===== config.mk =====
export PLATFORM = sky130hd
export DESIGN_NAME = col_merge
export DESIGN_NICKNAME = d
export VERILOG_FILES = /design/src/rtl/col_merge_pkg.sv /design/src/rtl/col_merge_skid.sv /design/src/rtl/col_merge.sv
export SDC_FILE = /design/constraint.sdc
export NUM_CORES = 1
export LEC_CHECK = 0
export ABC_AREA = 0
export CELL_PAD_IN_SITES_DETAIL_PLACEMENT = 1
export CELL_PAD_IN_SITES_GLOBAL_PLACEMENT = 2
export CORE_AREA = 2 2 466 468
export CTS_CLUSTER_SIZE = 24
export DETAILED_ROUTE_END_ITERATION = 12
export DIE_AREA = 0 0 468 470
export DONT_BUFFER_PORTS = 1
export MAX_ROUTING_LAYER = met4
export PLACE_DENSITY_LB_ADDON = 0.1
export SLEW_MARGIN = 10
export SYNTH_ARGS = -nofsm -noshare
export SYNTH_HDL_FRONTEND = slang
export SYNTH_HIERARCHICAL = 1
export SYNTH_SLANG_ARGS = --single-unit

===== constraint.sdc =====
create_clock -name user_clk -period 4.4 [get_ports user_clk]
set_input_delay 0.66 -clock user_clk [delete_from_list [all_inputs] [get_ports user_clk]]
set_output_delay 0.66 -clock user_clk [all_outputs]
set_load 0.01 [all_outputs]

===== src/rtl/col_merge_pkg.sv =====
// Shared types and helpers for col_merge: FSM state encoding, segment-length
// field position in the info word, and the round-robin column search.
package col_merge_pkg;

  typedef enum logic [2:0] {
    S_IDLE     = 3'd0,
    S_INFO_LAT = 3'd1,
    S_HDR      = 3'd2,
    S_DATA     = 3'd3,
    S_NEXT     = 3'd4,
    S_DONE     = 3'd5
  } state_e;

  localparam int SEG_LEN_LSB = 0;
  localparam int SEG_LEN_MSB = 31;

  // Column indices are carried as 5 bits, so up to 32 columns are supported.
  localparam int RR_MAX = 32;

  typedef struct packed {
    logic       found;
    logic [4:0] idx;
  } rr_pick_t;

  // First set bit of avail at or after ptr, wrapping within ncol columns.
  function automatic rr_pick_t rr_search(input logic [RR_MAX-1:0] avail,
                                         input logic [4:0]        ptr,
                                         input logic [5:0]        ncol);
    rr_pick_t   pick;
    logic [5:0] idx;
    pick = '0;
    for (int i = RR_MAX - 1; i >= 0; i--) begin
      idx = {1'b0, ptr} + 6'(i);
      if (idx >= ncol) begin
        idx = idx - ncol;
      end
      if ((6'(i) < ncol) && avail[idx[4:0]]) begin
        pick.found = 1'b1;
        pick.idx   = idx[4:0];
      end
    end
    return pick;
  endfunction

endpackage


===== src/rtl/col_merge_skid.sv =====
// Two-entry skid FIFO between column read returns and the back FIFO.
// Head is visible combinationally; occ reports stored entries.
module col_merge_skid
  import col_merge_pkg::*;
#(
  parameter int DATA_WIDTH = 128
) (
  input  logic                  clk,
  input  logic                  rst_n,
  input  logic                  push,
  input  logic [DATA_WIDTH-1:0] push_data,
  input  logic                  pop,
  output logic [DATA_WIDTH-1:0] head,
  output logic [1:0]            occ
);

  logic [DATA_WIDTH-1:0] mem0_q, mem0_d;
  logic [DATA_WIDTH-1:0] mem1_q, mem1_d;
  logic                  rd_ptr_q, rd_ptr_d;
  logic                  wr_ptr_q, wr_ptr_d;
  logic [1:0]            occ_q, occ_d;
  logic                  do_pop_s, do_push_s;

  // A push into a full buffer is legal only alongside a pop of the same slot.
  always_comb begin
    mem0_d    = mem0_q;
    mem1_d    = mem1_q;
    rd_ptr_d  = rd_ptr_q;
    wr_ptr_d  = wr_ptr_q;
    do_pop_s  = pop && (occ_q != 2'd0);
    do_push_s = push && ((occ_q != 2'd2) || do_pop_s);
    if (do_push_s) begin
      if (wr_ptr_q) begin
        mem1_d = push_data;
      end else begin
        mem0_d = push_data;
      end
      wr_ptr_d = ~wr_ptr_q;
    end
    if (do_pop_s) begin
      rd_ptr_d = ~rd_ptr_q;
    end
    occ_d = occ_q + {1'b0, do_push_s} - {1'b0, do_pop_s};
  end

  always_ff @(posedge clk or negedge rst_n) begin
    if (!rst_n) begin
      mem0_q   <= '0;
      mem1_q   <= '0;
      rd_ptr_q <= 1'b0;
      wr_ptr_q <= 1'b0;
      occ_q    <= 2'd0;
    end else begin
      mem0_q   <= mem0_d;
      mem1_q   <= mem1_d;
      rd_ptr_q <= rd_ptr_d;
      wr_ptr_q <= wr_ptr_d;
      occ_q    <= occ_d;
    end
  end

  assign head = rd_ptr_q ? mem1_q : mem0_q;
  assign occ  = occ_q;

endmodule


===== src/rtl/col_merge.sv =====
// Drains per-column info/data FIFO pairs round-robin into the back FIFO.
// Define COL_MERGE_HDR_EN to forward each info word as a segment header.
module col_merge
  import col_merge_pkg::*;
#(
  parameter int TCQ             = 1,
  parameter int DATA_WIDTH      = 128,
  parameter int COL_MAX_SIZE    = 4,
  parameter int BYTE_BIT_ENABLE = DATA_WIDTH / 8
) (
  input  logic                               user_clk,
  input  logic                               user_rst,
  output logic [COL_MAX_SIZE-1:0]            info_rd_en,
  input  logic [COL_MAX_SIZE*DATA_WIDTH-1:0] info_dout,
  input  logic [COL_MAX_SIZE-1:0]            info_empty,
  output logic [COL_MAX_SIZE-1:0]            data_rd_en,
  input  logic [COL_MAX_SIZE*DATA_WIDTH-1:0] data_dout,
  input  logic [COL_MAX_SIZE-1:0]            data_empty,
  input  logic                               partition_done,
  output logic [DATA_WIDTH-1:0]              fifo_din,
  output logic                               fifo_wr_en,
  input  logic                               fifo_full,
  output logic                               process_done,
  output logic [31:0]                        data_len
);

  localparam int LEN_W = SEG_LEN_MSB - SEG_LEN_LSB + 1;

  // TCQ only matters to behavioural models; the synthesizable flops ignore it.
  if (TCQ < 0) begin : g_tcq_range
  end

  state_e              state_q, state_d;
  logic [4:0]          col_q, col_d;
  logic [4:0]          rr_ptr_q, rr_ptr_d;
  logic [LEN_W-1:0]    remaining_q, remaining_d;
  logic                done_pending_q, done_pending_d;
  logic                inflight_q, inflight_d;
  logic                new_job_q, new_job_d;
  logic [31:0]         bytes_q, bytes_d;
`ifdef COL_MERGE_HDR_EN
  logic [DATA_WIDTH-1:0] hdr_q, hdr_d;
`endif

  logic [RR_MAX-1:0]     avail_s;
  rr_pick_t              pick_s;
  logic [LEN_W-1:0]      seg_len_s;
  logic                  info_pop_s, issue_s, hdr_push_s, wr_s, empty_sel_s;
  logic                  skid_push_s;
  logic [DATA_WIDTH-1:0] skid_din_s, skid_head_s;
  logic [1:0]            occ_s, room_s;
  logic [32:0]           bytes_sum_s;
  logic [31:0]           bytes_base_s;

  col_merge_skid #(.DATA_WIDTH(DATA_WIDTH)) u_skid (
    .clk       (user_clk),
    .rst_n     (user_rst),
    .push      (skid_push_s),
    .push_data (skid_din_s),
    .pop       (wr_s),
    .head      (skid_head_s),
    .occ       (occ_s)
  );

  // Column selection, read strobes and skid admission.
  always_comb begin
    avail_s                   = '0;
    avail_s[COL_MAX_SIZE-1:0] = ~info_empty;
    pick_s      = rr_search(avail_s, rr_ptr_q, 6'(COL_MAX_SIZE));
    seg_len_s   = info_dout[col_q*DATA_WIDTH + SEG_LEN_LSB +: LEN_W];
    empty_sel_s = 1'b1;
    for (int i = 0; i < COL_MAX_SIZE; i++) begin
      if (col_q == 5'(i)) begin
        empty_sel_s = data_empty[i];
      end
    end
    wr_s   = (occ_s != 2'd0) && !fifo_full;
    // Entries still owed to the skid after this cycle's write leaves.
    room_s = occ_s - {1'b0, wr_s} + {1'b0, inflight_q};
    info_pop_s = user_rst && (state_q == S_IDLE) && pick_s.found;
    issue_s    = (state_q == S_DATA) && (remaining_q != '0) && !empty_sel_s
                 && (room_s < 2'd2);
    for (int i = 0; i < COL_MAX_SIZE; i++) begin
      info_rd_en[i] = info_pop_s && (pick_s.idx == 5'(i));
      data_rd_en[i] = issue_s && (col_q == 5'(i));
    end
  end

  // Segment sequencing FSM.
  always_comb begin
    state_d     = state_q;
    col_d       = col_q;
    rr_ptr_d    = rr_ptr_q;
    remaining_d = remaining_q;
    hdr_push_s  = 1'b0;
`ifdef COL_MERGE_HDR_EN
    hdr_d       = hdr_q;
`endif
    case (state_q)
      S_IDLE: begin
        if (pick_s.found) begin
          col_d   = pick_s.idx;
          state_d = S_INFO_LAT;
        end else if (done_pending_q && (occ_s == 2'd0) && !inflight_q) begin
          state_d = S_DONE;
        end else begin
          state_d = S_IDLE;
        end
      end
      S_INFO_LAT: begin
        remaining_d = seg_len_s;
`ifdef COL_MERGE_HDR_EN
        hdr_d   = info_dout[col_q*DATA_WIDTH +: DATA_WIDTH];
        state_d = S_HDR;
`else
        state_d = (seg_len_s == '0) ? S_NEXT : S_DATA;
`endif
      end
      S_HDR: begin
`ifdef COL_MERGE_HDR_EN
        if (room_s < 2'd2) begin
          hdr_push_s = 1'b1;
          state_d    = (remaining_q == '0) ? S_NEXT : S_DATA;
        end else begin
          state_d = S_HDR;
        end
`else
        state_d = S_IDLE;
`endif
      end
      S_DATA: begin
        if (issue_s) begin
          remaining_d = remaining_q - 1'b1;
        end
        if ((remaining_q == '0) && !inflight_q) begin
          state_d = S_NEXT;
        end else begin
          state_d = S_DATA;
        end
      end
      S_NEXT: begin
        rr_ptr_d = (col_q == 5'(COL_MAX_SIZE - 1)) ? 5'd0 : col_q + 5'd1;
        state_d  = S_IDLE;
      end
      S_DONE: begin
        state_d = S_IDLE;
      end
      default: begin
        state_d = S_IDLE;
      end
    endcase
  end

  // Skid feed, job bookkeeping and saturating byte count.
  always_comb begin
    skid_push_s = inflight_q || hdr_push_s;
`ifdef COL_MERGE_HDR_EN
    skid_din_s  = hdr_push_s ? hdr_q : data_dout[col_q*DATA_WIDTH +: DATA_WIDTH];
`else
    skid_din_s  = data_dout[col_q*DATA_WIDTH +: DATA_WIDTH];
`endif
    inflight_d     = issue_s;
    done_pending_d = partition_done || (done_pending_q && (state_q != S_DONE));
    if (state_q == S_DONE) begin
      new_job_d = 1'b1;
    end else if (info_pop_s) begin
      new_job_d = 1'b0;
    end else begin
      new_job_d = new_job_q;
    end
    bytes_base_s = (info_pop_s && new_job_q) ? 32'd0 : bytes_q;
    bytes_sum_s  = {1'b0, bytes_base_s} + 33'(BYTE_BIT_ENABLE);
    if (wr_s) begin
      bytes_d = bytes_sum_s[32] ? 32'hFFFF_FFFF : bytes_sum_s[31:0];
    end else begin
      bytes_d = bytes_base_s;
    end
  end

  always_ff @(posedge user_clk or negedge user_rst) begin
    if (!user_rst) begin
      state_q        <= S_IDLE;
      col_q          <= 5'd0;
      rr_ptr_q       <= 5'd0;
      remaining_q    <= '0;
      done_pending_q <= 1'b0;
      inflight_q     <= 1'b0;
      new_job_q      <= 1'b1;
      bytes_q        <= 32'd0;
`ifdef COL_MERGE_HDR_EN
      hdr_q          <= '0;
`endif
    end else begin
      state_q        <= state_d;
      col_q          <= col_d;
      rr_ptr_q       <= rr_ptr_d;
      remaining_q    <= remaining_d;
      done_pending_q <= done_pending_d;
      inflight_q     <= inflight_d;
      new_job_q      <= new_job_d;
      bytes_q        <= bytes_d;
`ifdef COL_MERGE_HDR_EN
      hdr_q          <= hdr_d;
`endif
    end
  end

  assign fifo_din     = skid_head_s;
  assign fifo_wr_en   = wr_s;
  assign process_done = (state_q == S_DONE);
  assign data_len     = bytes_q;

endmodule


==> results.yml, run 1 <==
clocking:
  ctsHtreeMaxLevel: 2
  numCtsBuffers: 55
  cts_tree: "yes"
  clock_sinks: 340
  worstSkewPairLatency_ns: 0.71
  clkSlewWorstSetupHoldPaths_ns: 0.06
  ctsHoldBuffers: 1
  root_buffer: "clkbuf_16"
  clockBufferDepth: 3
worst_setup_path:
  critical_path_class: "flip-flop to output pin"
  worstPathArrival_ns: 3.77
  crit_path_frequent_cell: "buf_4"
  crit_path_max_fanout: 4
  cp_slowest_cell: "dfrtp_2"
  cp_cell_sequence: "inv_4 > buf_6 > ha_4 > xor2_4 > ha_2 > buf_4 > xnor3_1 > a31oi_4 > or3_1 > or3_4 > a211o_4 > nor3_2 > buf_4"
  worst_setup_path_start_kind: "flip-flop"
  end_kind: "output pin"
  max_stage_delay_ns: 0.43
  required_ns: 3.74
power:
  pwr-share-seq: 0.281
  ir_worst_vdd_uv: 322.1
  leakage_nw: 10.35
  switching_share: 0.3852
  p_switching_mw: 7.562
  clkPwrFrac: 0.238
  internal_power_mw: 12.07
  p_comb_frac: 0.481
  power.density_mw_per_mm2: 697.9
floorplanning:
  boundaryPins: 1206
  initial_core_util: 0.1033
  dieArea_sq_mm: 0.2200
  die_y_um: 470
  die_width_um: 468
  coreArea_sq_mm: 0.2157
  rows: 171
sta:
  skew_ns: 0.09550
  rsz0062_at_grt: "yes"
  slew_viol_final: 37
  period_needed_ns: 4.430
  hold_ws_ns: -0.3471
  setup_viol: 2
  max_freq_mhz: 225.7
  fin_crit_sh: 1.007
  slew_headroom: -0.03011
  setup_ws_ns: -0.03000
  hold_viol_final: 263
  worst_pin_slew_ns: 1.545
drt:
  first_pass_iters: 4
  drtAntennaViolNets: 0
  num_vias: 14840
  wirelength_mm: 105.2
  via_per_inst: 3.229
  drc: 0
  wl_per_cell_um: 22.89
  dr.first_iter.drc_count: 523
flow_run:
  maxCapViolations: 0
cells_and_area:
  fill_cells: 24640
  drive_above_1_share: 0.4567
  finalNonFillerCells: 4595
  area_delta_synth_final_pct: 26.31
  final_cell_area_sq_mm: 0.02813
  final_nets: 2725
logic_synthesis:
  synthArstFlopShare: 1.000
  synth-seq-cells: 340
  ys_seq_area_frac: 0.3821
  synth_ff_type: "dfrtp_1"
  synth-xor-area-share: 0.01703
  syn_avg_cell_area_sq_um: 13.45
  synth_cell_types: 77
  netlist_instances: 1656
  synth_compound_area_frac: 0.05310
  synth_edf_count: 0
  synth_nets: 2716
  synth_top_family_by_area: "multiplexers"
  yosys.area_share.simple: 0.09389
  yosys.area_share.adder: 0.01349
  muxShareOfSynthArea: 0.4043
  syn_area_sq_mm: 0.02227
  synth_warnings: 6
global_route:
  grt_pass1_wl_mm: 144.5
  antenna_found_initial: 56
  grt_max_degree: 343
  grt.overflow.total: 0
  grt_usage: 0.09468
  grt_pass1_vias: 17190
placed_design:
  routabilityCongestion: 0.8134
  placedCellCount: 4448
  placed_area_sq_mm: 0.02570
  dp_hpwl_mm: 77.55
  dp_slack_ns: -0.06015
  io_buffers: 0
hold_path:
  hp-class: "primary input to async pin"
outcome:
  violations: "hold timing, slew limit, setup timing"
  outcome: "finished with violations"
-- power groups by stage --
stage                     clock (mW)  combinational, mW  sequential, mW
after floorplan                    0               6.62            5.05
after global placement             0               8.99            5.50
after detailed placement           0               9.01            5.57
after CTS                       5.02               9.67            5.55
after global routing            5.11               10.3            5.74
final                           4.67               9.45            5.51
-- layout make-up --
type	instances	area [sq um]	area share
clock inverter	21	309.0	0.01099
multi-input combinational	1174	13270	0.4719
antenna	31	77.57	0.002758
sequential	340	8524	0.3031
clock buffer	81	1614	0.05739
inverter	22	85.08	0.003025
tap	2854	3571	0.1270
timing repair buffer	72	671.9	0.02389
-- critical path: cells and delay by family, from the launching register on --
family / cells / cell delay (ns)
AOI/OAI and AO/OA: 2 / 0.43
xor gates and xnor gates: 2 / 0.50
adders and majority gates: 2 / 0.37
buffers and inverters: 4 / 0.46
DFF: 1 / 0.43
and+or+nand+nor: 3 / 0.87
-- repair_timing --
action / CTS / global route
gates resized for setup: 49 / 12
cloned: 0 / 0
endpoints found under the setup margin: 25 / 25
buffers inserted: 10 / 3
hold endpoints to repair: 341 / 340
pin swaps: 10 / 11
-- logic make-up (layout without fill, tap and decap cells) --
family | count (synthesis) | count (layout)
AOI/OAI and AO/OA | 191 | 191
xor gates and xnor gates | 40 | 40
adders and majority gates | 24 | 24
buffers and inverters | 142 | 196
DFF | 340 | 340
muxes | 556 | 556
other | 0 | 31
and+or+nand+nor | 363 | 363
-- metal layers --
metal / wire length [um] / vias to the layer above / global-route usage
li1: - / 6289 / -
met1: 39870 / 7694 / 0.1009
met2: 53160 / 681 / 0.1681
met3: 8222 / 172 / 0.02681
met4: 3925 / 0 / 0.02932
met5: 0 / - / -
-- cells in the mapped netlist (4+ instances only) --
cell	instances	area share
a31oi_1	9	0.0025
xnor2_1	15	0.0059
a21oi_1	59	0.013
or3_1	9	0.0025
mux2_2	147	0.074
and3_1	10	0.0028
nor3b_1	6	0.0020
nand2_1	37	0.0062
mux2i_1	5	0.0022
o21ai_0	41	0.0092
o2bb2ai_1	4	0.0016
nor3_1	19	0.0043
clkbuf_1	60	0.010
nor4_1	15	0.0042
a22oi_1	14	0.0047
mux4_2	164	0.17
inv_1	22	0.0037
a211oi_1	4	0.0013
nor2b_1	9	0.0025
nand4_1	10	0.0028
mux2_4	240	0.16
buf_6	31	0.016
or2_2	5	0.0014
nor2_1	58	0.0098
a21o_1	5	0.0017
nand2b_1	8	0.0022
ha_1	24	0.013
dfrtp_1	339	0.38
buf_1	5	0.00084
buf_2	20	0.0045
and2_1	143	0.040
o21ai_1	19	0.0043
a2bb2oi_1	4	0.0016
nand3_1	14	0.0031
xor2_1	23	0.0090
-- final timing paths --
kind	startpoint	end	slack, ns	cells after the start
max	rr_ptr_q[1]$_DFFE_PN0N_	info_rd_en[2]	-0.03	13
min	user_rst	data_len[28]$_DFF_PN0_	-0.35	0
max reg2reg	rr_ptr_q[1]$_DFFE_PN0N_	data_len[22]$_DFF_PN0_	0.30	20
min reg2reg	remaining_q[29]$_DFFE_PN0P_	remaining_q[29]$_DFFE_PN0P_	0.49	2
max in group asynchronous	user_rst	u_skid/mem1_q[38]$_DFFE_PN0P_	3.49	0
min in group user_clk	data_empty[3]	inflight_q$_DFF_PN0_	0.39	4
-- sequential cells by signal, indices dropped and copies added, names as in the netlist --
signal / flops
u_skid/mem1_q: 128
u_skid/mem0_q: 128
col_q: 5
state_q: 3
u_skid/wr_ptr_q: 1
done_pending_q: 1
u_skid/occ: 2
rr_ptr_q: 5
inflight_q: 1
new_job_q: 1
data_len: 32
remaining_q: 32
u_skid/rd_ptr_q: 1
-- placed cells by master (no fill, tap or decap), drive strengths merged, types with 15 or more instances in the layout --
| cell | instances |
|---|---|
| nor2 | 58 |
| ha | 24 |
| xnor2 | 15 |
| nor4 | 16 |
| o21ai | 60 |
| mux2 | 387 |
| a21oi | 60 |
| diode | 31 |
| clkbuf | 81 |
| inv | 23 |
| xor2 | 23 |
| mux4 | 164 |
| and2 | 143 |
| nor3 | 20 |
| nand2 | 37 |
| dfrtp | 339 |
| buf | 71 |
-- stage by stage --
step           hold slack (ns)  utilization  total power [mW]  setup TNS (ns)
2_1_floorplan           0.3644            -             11.67               0
3_3_place_gp            0.3778       0.1192             14.49         -0.4553
3_5_place_dp            0.3764       0.1192             14.58         -0.4666
4_1_cts                -0.4487       0.1297             20.24         -0.4231
5_1_grt                -0.4374       0.1303             21.12         -0.8326
6_report               -0.3471       0.1304             19.63        -0.04681
Note: power is estimated with default switching activity, not from simulation.
==> run 2: changes to the inputs <==
--- a/config.mk
+++ b/config.mk
@@ -6,6 +6,7 @@
 export NUM_CORES = 1
 export LEC_CHECK = 0
 export ABC_AREA = 0
+export CAP_MARGIN = 5
 export CELL_PAD_IN_SITES_DETAIL_PLACEMENT = 1
 export CELL_PAD_IN_SITES_GLOBAL_PLACEMENT = 2
 export CORE_AREA = 2 2 466 468
@@ -13,6 +14,8 @@
 export DETAILED_ROUTE_END_ITERATION = 12
 export DIE_AREA = 0 0 468 470
 export DONT_BUFFER_PORTS = 1
+export GPL_ROUTABILITY_DRIVEN = 0
+export GPL_TIMING_DRIVEN = 0
 export MAX_ROUTING_LAYER = met4
 export PLACE_DENSITY_LB_ADDON = 0.1
 export SLEW_MARGIN = 10
==> run 2 against run 1 <==
The run ends with hold timing, setup timing left. Combinational power increased by 10%. Cell count increased by 1.7%. Clock skew decreased by 0.059 ns. Maximum frequency decreased by 0.40%. Worst hold slack improved by 0.054 ns. Cell area increased by 2.0%. Wire length increased by 29%. Count of clock-buffer cells in the layout increased by 2. Critical endpoint is now info_rd_en[3]. Largest cell class unchanged. Largest power group unchanged. Highest routed layer unchanged.
==> results.yml, run 2 (synthesis gave the netlist of run 1 again) <==
clocking:
  worstSkewPairLatency_ns: 0.69
  ctsHtreeMaxLevel: 2
  numCtsBuffers: 55
  clkSlewWorstSetupHoldPaths_ns: 0.05
  clock_sinks: 340
  ctsHoldBuffers: 1
  clockBufferDepth: 3
  root_buffer: "clkbuf_16"
  cts_tree: "yes"
placed_design:
  dp_hpwl_mm: 104.8
  dp_slack_ns: -1.910
  io_buffers: 0
cells_and_area:
  largestRegisters: "u_skid/mem0_q (128), u_skid/mem1_q (128)"
  final_nets: 2811
  mostFrequentLayoutCells: "336 x dfrtp_1, 240 x mux2_4, 164 x mux4_2"
  area_delta_synth_final_pct: 28.77
  drive_above_1_share: 0.4551
  final_common_cell: "dfrtp_1"
sta:
  setup_ws_ns: -0.04778
  setup_viol: 2
  fin_crit_sh: 1.011
  skew_ns: 0.03656
  max_freq_mhz: 224.8
  slew_headroom: 0.1489
  hold_ws_ns: -0.2931
  rsz0062_at_grt: "yes"
  worst_pin_slew_ns: 1.277
  slew_viol_final: 0
  period_needed_ns: 4.448
  fin_tns_setup_ns: -0.08662
  hold_viol_final: 339
power:
  power.density_mw_per_mm2: 707.9
  ir_worst_vdd_uv: 270.1
  leakage_nw: 10.67
flow_run:
  maxCapViolations: 0
floorplanning:
  rows: 171
  initial_core_util: 0.1033
  coreArea_sq_mm: 0.2157
  die_width_um: 468
  die_y_um: 470
  boundaryPins: 1206
  dieArea_sq_mm: 0.2200
worst_setup_path:
  crit_path_max_fanout: 3
  critical_path_class: "flip-flop to output pin"
  worstPathArrival_ns: 3.79
  required_ns: 3.74
  end_kind: "output pin"
  worst_setup_path_start_kind: "flip-flop"
drt:
  dr.first_iter.drc_count: 564
  num_vias: 15690
  drc: 0
  wl_per_cell_um: 29.12
  drtAntennaViolNets: 0
  wirelength_mm: 136.0
  via_per_inst: 3.359
  first_pass_iters: 4
global_route:
  antenna_found_initial: 80
  grt_usage: 0.1228
  grt_max_degree: 343
  grt_pass1_vias: 17940
  grt_pass1_wl_mm: 176.8
  grt.overflow.total: 0
outcome:
  violations: "hold timing, setup timing"
  outcome: "finished with violations"
hold_path:
  hp-class: "primary input to async pin"
==> run 2: changes by cell type in the layout (fill, tap and decap cells not counted), moves of 3 or more <==
cell	previous run	this run
buf_12	10	5
buf_2	0	17
clkbuf_8	14	10
buf_6	1	35
clkbuf_1	12	56
diode_2	31	25
buf_4	60	31
buf_16	0	4
buf_8	0	4
clkinv_2	8	4
dfrtp_4	3	0
clkbuf_2	0	19
dfrtp_1	333	336
==> run 2: layer usage <==
| layer | share of wire | GRT usage | up-vias |
|---|---|---|---|
| met2 | 0.53 | 0.2252 | 805 |
| met4 | 0.037 | 0.03791 | 0 |
| li1 | - | - | 6483 |
| met5 | 0 | - | - |
| met1 | 0.37 | 0.1290 | 8179 |
| met3 | 0.067 | 0.02813 | 224 |
==> run 2: report_power, final <==
group          internal (mW)  leakage, nW  total (mW)  switching [mW]
combinational           4.82         5.50        10.4            5.55
sequential              4.46         4.29        5.37           0.903
clock                   2.75        0.879        4.57            1.82
total                   12.0         10.7        20.3            8.27
==> run 2: critical path, cell delays in order, from the launching register on <==
cell and delay [ns]:
dfrtp_2 0.39, buf_8 0.11, clkinvlp_4 0.10, ha_4 0.19, a21oi_4 0.18, xnor2_2 0.14
ha_2 0.21, a21boi_4 0.19, o21ai_2 0.08, o22a_1 0.19, or3_1 0.35, or3_4 0.40
a211o_4 0.37, nor3b_4 0.23
==> run 2: layout make-up <==
type,instances,area (sq um)
Fill cell,24600,187000
Multi-Input combinational cell,1174,13310
Sequential cell,340,8513
Tap cell,2854,3571
Clock buffer,83,1572
Buffer,120,855.8
Timing Repair Buffer,38,441.7
Clock inverter,16,256.5
Inverter,22,90.09
Antenna cell,25,62.56
==> run 2: repair_timing <==
action / CTS / global route
hold endpoints to repair: 341 / 340
buffers inserted: 18 / 9
endpoints found under the setup margin: 73 / 31
gates resized for setup: 76 / 25
pin swaps: 11 / 12
==> run 2: worst paths after layout <==
| check | slack, ns | from | end | depth (start not counted) |
|---|---|---|---|---|
| min | -0.29 | user_rst | data_len[29]$_DFF_PN0_ | 0 |
| max | -0.05 | rr_ptr_q[1]$_DFFE_PN0N_ | info_rd_en[3] | 13 |
| max in group asynchronous | 3.69 | user_rst | u_skid/mem0_q[30]$_DFFE_PN0P_ | 0 |
| min reg2reg | 0.50 | u_skid/wr_ptr_q$_DFFE_PN0P_ | u_skid/wr_ptr_q$_DFFE_PN0P_ | 1 |
| max reg2reg | 0.28 | rr_ptr_q[1]$_DFFE_PN0N_ | data_len[20]$_DFF_PN0_ | 20 |
| min in group user_clk | 0.41 | fifo_full | data_len[4]$_DFF_PN0_ | 3 |
==> run 2: through the flow <==
step	utilization	std cells	cell area (sq um)	total power [mW]
after floorplan	-	1656	22270	11.67
after global placement	0.1198	4510	25840	15.17
after detailed placement	0.1210	4520	26100	15.29
after CTS	0.1318	4638	28420	20.76
after global routing	0.1328	4661	28650	21.73
final	0.1330	4672	28680	20.30
